--- config.mk ---
export PLATFORM = sky130hd
export DESIGN_NAME = wb_spi_boot_master
export DESIGN_NICKNAME = d
export VERILOG_FILES = /design/src/rtl/wb_spi_boot_master.sv
export SDC_FILE = /design/constraint.sdc
export NUM_CORES = 1
export LEC_CHECK = 0
export ABC_CLOCK_PERIOD_IN_PS = 2100
export CORE_AREA = 2 2 88 90
export DETAILED_ROUTE_END_ITERATION = 8
export DIE_AREA = 0 0 90 92
export GPL_ROUTABILITY_DRIVEN = 0
export GPL_TIMING_DRIVEN = 0
export PLACE_DENSITY = 0.74
export SLEW_MARGIN = 20
export SYNTH_ARGS = -nofsm -noshare
export SYNTH_HDL_FRONTEND = slang
export SYNTH_SLANG_ARGS = --single-unit
--- constraint.sdc ---
create_clock -name clk -period 2.1 [get_ports clk]
set_input_delay 0.42 -clock clk [delete_from_list [all_inputs] [get_ports clk]]
set_output_delay 0.42 -clock clk [all_outputs]
set_load 0.01 [all_outputs]
--- src/rtl/wb_spi_boot_master.sv ---
// wb_spi_boot_master: Wishbone-controlled SPI master (mode 0, MSB first,
// one byte per transfer, software chip select) used to push boot/debug
// traffic into the PULPino SPI slave from the Caravel management core.
module wb_spi_boot_master #(
  parameter logic [31:0] BASE_ADDR   = 32'h3000_0000,
  parameter logic [7:0]  DEFAULT_DIV = 8'd4
) (
  input  logic        clk,
  input  logic        rst_n,
  input  logic        wbs_stb_i,
  input  logic        wbs_cyc_i,
  input  logic        wbs_we_i,
  input  logic [3:0]  wbs_sel_i,
  input  logic [31:0] wbs_dat_i,
  input  logic [31:0] wbs_adr_i,
  output logic        wbs_ack_o,
  output logic [31:0] wbs_dat_o,
  output logic        spi_clk_o,
  output logic        spi_csn_o,
  output logic        spi_sdo_o,
  input  logic        spi_sdi_i,
  output logic        irq_o
);

  localparam logic [2:0] OFF_CTRL   = 3'd0;
  localparam logic [2:0] OFF_CLKDIV = 3'd1;
  localparam logic [2:0] OFF_TX     = 3'd2;
  localparam logic [2:0] OFF_RX     = 3'd3;
  localparam logic [2:0] OFF_STATUS = 3'd4;

  typedef enum logic {
    ST_IDLE  = 1'b0,
    ST_SHIFT = 1'b1
  } state_t;

  state_t      state_q, state_d;
  logic        ctrl_cs, ctrl_irq_en;
  logic [7:0]  clkdiv, rx_data, tx_sr, rx_sr, div_cnt;
  logic [2:0]  bit_cnt;
  logic        done, ovr, sclk, sdo, irq, ack;
  logic [31:0] dat, rd_data;
  logic        busy, wb_hit, wb_req, wr_en, rd_en, start;
  logic        tick, rise_tick, fall_tick, xfer_done;
  logic [2:0]  reg_off;
  logic        unused_bits;

  // Handshake: a request is stb&cyc&address-hit; it is accepted on the edge
  // that raises ack (ack <= req & ~ack), so ack is a single-cycle pulse and a
  // held request is answered at most every other cycle. Register side effects
  // and read data capture happen on that same edge.
  assign wb_hit  = wbs_stb_i & wbs_cyc_i & (wbs_adr_i[31:8] == BASE_ADDR[31:8]);
  assign wb_req  = wb_hit & ~ack;
  assign wr_en   = wb_req & wbs_we_i & wbs_sel_i[0];
  assign rd_en   = wb_req & ~wbs_we_i;
  assign reg_off = wbs_adr_i[4:2];
  assign busy    = (state_q == ST_SHIFT);
  assign start   = wr_en & (reg_off == OFF_TX) & ~busy;

  assign unused_bits = ^{wbs_dat_i[31:8], wbs_sel_i[3:1], wbs_adr_i[7:5], wbs_adr_i[1:0]};

  assign wbs_ack_o = ack;
  assign wbs_dat_o = dat;
  assign spi_clk_o = sclk;
  assign spi_csn_o = ~ctrl_cs;
  assign spi_sdo_o = sdo;
  assign irq_o     = irq;

  // Register read mux; unmapped offsets (and write-only TXDATA) read as zero.
  always_comb begin
    rd_data = '0;
    case (reg_off)
      OFF_CTRL:   rd_data = {30'd0, ctrl_irq_en, ctrl_cs};
      OFF_CLKDIV: rd_data = {24'd0, clkdiv};
      OFF_RX:     rd_data = {24'd0, rx_data};
      OFF_STATUS: rd_data = {29'd0, ovr, done, busy};
      default:    rd_data = '0;
    endcase
  end

  // Engine next state: half-period ticks while shifting, exit on the 8th falling tick.
  always_comb begin
    state_d   = state_q;
    tick      = 1'b0;
    rise_tick = 1'b0;
    fall_tick = 1'b0;
    xfer_done = 1'b0;
    case (state_q)
      ST_IDLE: begin
        if (start) state_d = ST_SHIFT;
      end
      ST_SHIFT: begin
        tick      = (div_cnt == clkdiv);
        rise_tick = tick & ~sclk;
        fall_tick = tick & sclk;
        if (fall_tick && (bit_cnt == 3'd7)) begin
          xfer_done = 1'b1;
          state_d   = ST_IDLE;
        end
      end
      default: state_d = ST_IDLE;
    endcase
  end

  // Engine state register.
  always_ff @(posedge clk) begin
    if (!rst_n) state_q <= ST_IDLE;
    else        state_q <= state_d;
  end

  // Bus response: one-cycle ack, read data only visible while ack is high.
  always_ff @(posedge clk) begin
    if (!rst_n) begin
      ack <= 1'b0;
      dat <= '0;
    end else begin
      ack <= wb_req;
      dat <= rd_en ? rd_data : '0;
    end
  end

  // Control registers and sticky status flags; completion beats a clearing RXDATA read.
  always_ff @(posedge clk) begin
    if (!rst_n) begin
      ctrl_cs     <= 1'b0;
      ctrl_irq_en <= 1'b0;
      clkdiv      <= DEFAULT_DIV;
      ovr         <= 1'b0;
      done        <= 1'b0;
      rx_data     <= '0;
      irq         <= 1'b0;
    end else begin
      irq <= done & ctrl_irq_en;
      if (wr_en && reg_off == OFF_CTRL) begin
        ctrl_cs     <= wbs_dat_i[0];
        ctrl_irq_en <= wbs_dat_i[1];
      end
      if (wr_en && reg_off == OFF_CLKDIV && !busy) clkdiv <= wbs_dat_i[7:0];
      if (wr_en && reg_off == OFF_TX && busy) ovr <= 1'b1;
      else if (wr_en && reg_off == OFF_STATUS && wbs_dat_i[2]) ovr <= 1'b0;
      if (xfer_done) begin
        done    <= 1'b1;
        rx_data <= rx_sr;
      end else if (start || (rd_en && reg_off == OFF_RX)) begin
        done <= 1'b0;
      end
    end
  end

  // Shift datapath: sample MISO on rising SCLK, advance MOSI on falling SCLK.
  always_ff @(posedge clk) begin
    if (!rst_n) begin
      tx_sr   <= '0;
      rx_sr   <= '0;
      div_cnt <= '0;
      bit_cnt <= '0;
      sclk    <= 1'b0;
      sdo     <= 1'b0;
    end else if (start) begin
      tx_sr   <= wbs_dat_i[7:0];
      sdo     <= wbs_dat_i[7];
      sclk    <= 1'b0;
      bit_cnt <= '0;
      div_cnt <= '0;
    end else if (busy) begin
      if (tick) begin
        div_cnt <= '0;
        sclk    <= ~sclk;
        if (rise_tick) rx_sr <= {rx_sr[6:0], spi_sdi_i};
        if (fall_tick && !xfer_done) begin
          tx_sr   <= {tx_sr[6:0], 1'b0};
          sdo     <= tx_sr[6];
          bit_cnt <= bit_cnt + 3'd1;
        end
      end else begin
        div_cnt <= div_cnt + 8'd1;
      end
    end
  end

endmodule

After elaboration in Yosys (flattened, before gate mapping)
Cells that the tools add are included.

$add $sub $neg: 2. Eq/ne operators: 7. Bitwise logic cells: 18. Reduce and logical (&&, ||, !) cells: 25. Muxes and demuxes: 22.

Operators by type and width (count): $pmux W8 S4 (1); $mux W7 (4); $eq A24 B22 Y1 const B (1); $mux W1 (15); $and A1 B1 Y1 (11); $logic_and A1 B1 Y1 (10); $reduce_bool A2 Y1 (5); $add A8 B1 Y8 const B (1); $eq A8 B8 Y1 (1); $mux W8 (1); $not A1 Y1 (7); $eq A3 B2 Y1 const B (2); $eq A3 B3 Y1 const B (2); $reduce_and A3 Y1 (2); $reduce_and A2 Y1 (2); $reduce_and A4 Y1 (1); $add A3 B1 Y3 const B (1); $eq A3 B1 Y1 const B (1); $logic_not A3 Y1 (1); $logic_not A1 Y1 (2); $pmux W1 S2 (1); $reduce_or A2 Y1 (1); $logic_or A1 B1 Y1 (1).

Flip-flop bits (word level): 83. Logic and storage cells: 90. Input bits: 74.

Logic depth before layout (Yosys ltp)
Depth in word-level cells: 11. Gate-level depth with buffers: 8. Depth with buffers taken out: 6.

Worst setup path before layout
Ideal clock, no wire load.

Path kind: input -> register. Start point: input port wbs_adr_i[8]. End point: register div_cnt[0]. Buffers on the path: 0. Stages: 5. Arrival: 1.953 ns. Library setup time: 0.115 ns. Data required time: 1.985 ns. Path slack: 0.033 ns. Cell sequence: nor4_4 nand4_4 or4_4 o311a_1 o21a_1.

Longest elaborated chain between the ends: 8.

Ends and longest elaborated chain: start, declared (line 15) `input logic [31:0] wbs_adr_i,`; $eq A24 B22 Y1 (line 51) `assign wb_hit = wbs_stb_i & wbs_cyc_i & (wbs_adr_i[31:8] == BASE_ADDR[31:8]);`; $and A1 B1 Y1 (line 51); $and A1 B1 Y1 (line 52) `assign wb_req = wb_hit & ~ack;`; $and A1 B1 Y1 (2 in series) (line 53) `assign wr_en = wb_req & wbs_we_i & wbs_sel_i[0];`; $and A1 B1 Y1 (2 in series) (line 57) `assign start = wr_en & (reg_off == OFF_TX) & ~busy;`; $reduce_or A2 Y1 (no source line); end signal, assigned (line 175) `div_cnt <= div_cnt + 8'd1;`; end, declared (line 38) `logic [7:0] clkdiv, rx_data, tx_sr, rx_sr, div_cnt;`.

No other way between the ends. A chain may end at the register's enable or synchronous reset.

Final worst setup path
Start point: input port wbs_adr_i[12]. End point: register div_cnt[0].

The elaborated chain is that of the path after synthesis.

==> metrics.txt <==
area of the core 7450 um^2; Worst R2R End rx_sr[0]; Synth area leader dfxtp_1; Yosys top cell area share 0.414; antenna viol nets, final 0; Tmin final 2.01 ns; Reg clk slew, reported paths 0.06 ns; wire per inst 12.6 um; Final Total Pwr 0.00249 W; HP Start wbs_adr_i[17]; DR DRC count 0; initial DRC count 129; Synth warnings 0; R2R cell count 7; final hold violations 0; ant diodes 0; initial antenna violation count 0; FF+latch count, synth 59; Final Instance Area 3950 um^2; DRT Pass-1 Iters 4; Worst Setup End Kind flip-flop; Die Width 90 um; outcome finished clean; Final WS setup 0.0882 ns; Clock Sinks 59; Die H 92 um; register area share after synthesis 0.414; fmax 497 MHz; hold path cells 4; ranking of synthesized cells by area dfxtp_1 41%, mux2i_1 14%, buf_4 6.3%, nand2_1 4.5%, nor2_1 4.3%; final worst path period share 0.958; largest net degree at the start of global routing 11; Worst VDD drop 530 uV; Initial Util 0.383; clk_skew 0.00822 ns; Skew-Pair Late Insertion Delay 0.34 ns; CP Max Fanout 4; GR Util All Layers 0.159; Synth async-reset ratio 0; Final HPWL DP 4.84 mm; Root Buffer clkbuf_8; Worst R2R Start div_cnt[2]; Main synth FF type dfxtp_1; total CTS buffers 9; Hold-fix buffers, CTS 0; CP Launch Type primary input; via count 2,373; Syn Inst Count 306; Slew Viols, Final 0; worst reg-to-reg setup slack 0.11 ns; dpl cell area 3600 um^2; total gr overflow 0; Critical Path AT 2.24 ns; area delta synth->final 38.3%; first-pass GRT wire length 10.5 mm; Setup CP Type primary input to flip-flop; Max Buffers Root-to-Sink 2; pre-CTS setup slack -0.632 ns; # rows 32; Max-slew headroom 0.621; Max Cap Viol 0; Total Wirelength 6.34 mm; H-Tree Depth 3; area of the die 8280 um^2; I/O pin count 111; Via density 4.71; P_leak 1.64 nW; Syn Std Cell Area 2850 um^2; RSZ-0062 raised after global routing no; hold-critical path endpoint wbs_ack_o; Cell Pwr Density 632 nW/um^2; filler cell count 683; Final setup viols 0; Non-Filler Instances 504; Worst-Margin Slew 0.569 ns; placed insts 484; syn_area_per_cell 9.32 um^2; Req. time, crit path 2.33 ns; input/output buffers 53; EDFF count, synth 0; HP Class primary input to flip-flop; vias in the first global route 2,266; layout cell share with drive strength beyond 1 0.159; CTS tree yes; Final #Nets 474; count of cell types in the netlist 42
[state kept, by name, summed over array words and instances, names as in the netlist]
name and count:
clkdiv 8, rx_sr 8, wbs_ack_o 1, done 1
ovr 1, busy 1, spi_sdo_o 1, irq_o 1
rx_data 8, bit_cnt 3, tx_sr 7, div_cnt 8
wbs_dat_o 8, spi_clk_o 1, ctrl_irq_en 1, ctrl_cs 1
[through the flow]
stage	TNS (ns)	hold slack, ns	util
3_5_place_dp	-16.35	0.446	0.483
4_1_cts	0	0.456	0.523
2_1_floorplan	0	0.421	-
6_report	0	0.451	0.530
3_3_place_gp	-14.70	0.446	0.483
5_1_grt	0	0.477	0.530
[repair_timing]
item                                    4_1_cts  5_1_grt
cloned                                        0        0
resized for setup                            10       15
setup buffers                                 3        1
endpoints found under the setup margin       40       42
pin swaps                                    10        7
[critical path, cell delays in order]
cell,delay (ns)
clkdlybuf4s50_1,0.39
and4bb_2,0.32
nand4_4,0.09
or4_4,0.55
o311a_1,0.30
o21a_1,0.18
[cells in the mapped netlist, drive strengths merged (4+ instances only)]
master  count
mux2i      41
o21ai      11
inv         4
nand3       5
nor2       33
dfxtp      59
nand2      34
nor3        4
nand4       6
nor4       11
buf        27
clkbuf     12
xor2       11
a21oi      13
[how the worst max path moves through the flow]
stage	start	end	slack (ns)	depth (start not counted)
2_1_floorplan	wbs_adr_i[8]	div_cnt[0]	0.03	5
3_3_place_gp	wbs_adr_i[18]	clkdiv[2]	-0.62	6
3_5_place_dp	wbs_adr_i[18]	clkdiv[2]	-0.63	6
4_1_cts	wbs_adr_i[27]	div_cnt[0]	0.002	6
5_1_grt	wbs_adr_i[3]	tx_sr[6]	0.01	8
6_report	wbs_adr_i[12]	div_cnt[0]	0.09	6
[layout make-up]
type,count,area [um^2],share of cell area
tap,102,128,0.0323
clock buffer,12,155,0.0393
inverter,4,15.0,0.00380
buffer,39,244,0.0618
timing repair buffer,57,589,0.149
multi-input combinational,227,1560,0.396
sequential,59,1180,0.299
clock inverter,4,72.6,0.0184
[logic make-up after synthesis]
kind of cell / share of synthesized area
AND/OR/NAND/NOR: 0.213
flip-flops: 0.414
buffers and inverters: 0.0890
multiplexers: 0.148
AO/OA/AOI/OAI: 0.0789
XOR/XNOR: 0.0430
adder cells (fa/ha/maj): 0.0132
other: 0.00131
[per-layer routing]
| metal | global-route usage | vias to the layer above | share of wire |
|---|---|---|---|
| met2 | 0.272 | 59 | 0.51 |
| met4 | 0.0808 | 0 | 0.021 |
| met3 | 0.0411 | 12 | 0.048 |
| met5 | 0 | - | 0 |
| li1 | - | 1202 | - |
| met1 | 0.183 | 1100 | 0.42 |
[report_power, final]
part	internal (W)	total (W)	leakage, nW	switching [W]
Sequential	0.00112	0.00112	0.475	0.000000000000685
Clock	0.000731	0.00117	0.113	0.000440
Combinational	0.000110	0.000203	1.05	0.0000930
Total	0.00196	0.00249	1.64	0.000533
[cell usage in the layout (no fill, tap or decap), types with 3 or more instances in the layout]
cell type,n
xor2_1,11
dlygate4sd2_1,5
nand3_1,5
buf_2,3
clkdlybuf4s50_1,44
o21a_1,3
ha_1,3
clkbuf_8,11
o21ai_0,11
nor2_1,33
nor3_1,3
nand2_1,34
clkbuf_1,9
conb_1,24
buf_4,26
nor4_2,3
a21oi_1,13
dfxtp_1,59
nand4_1,5
dlymetal6s2s_1,4
inv_1,4
nor4_4,7
clkbuf_2,3
mux2i_1,41
xnor2_1,3
Note: power is estimated with default switching activity, not from simulation.
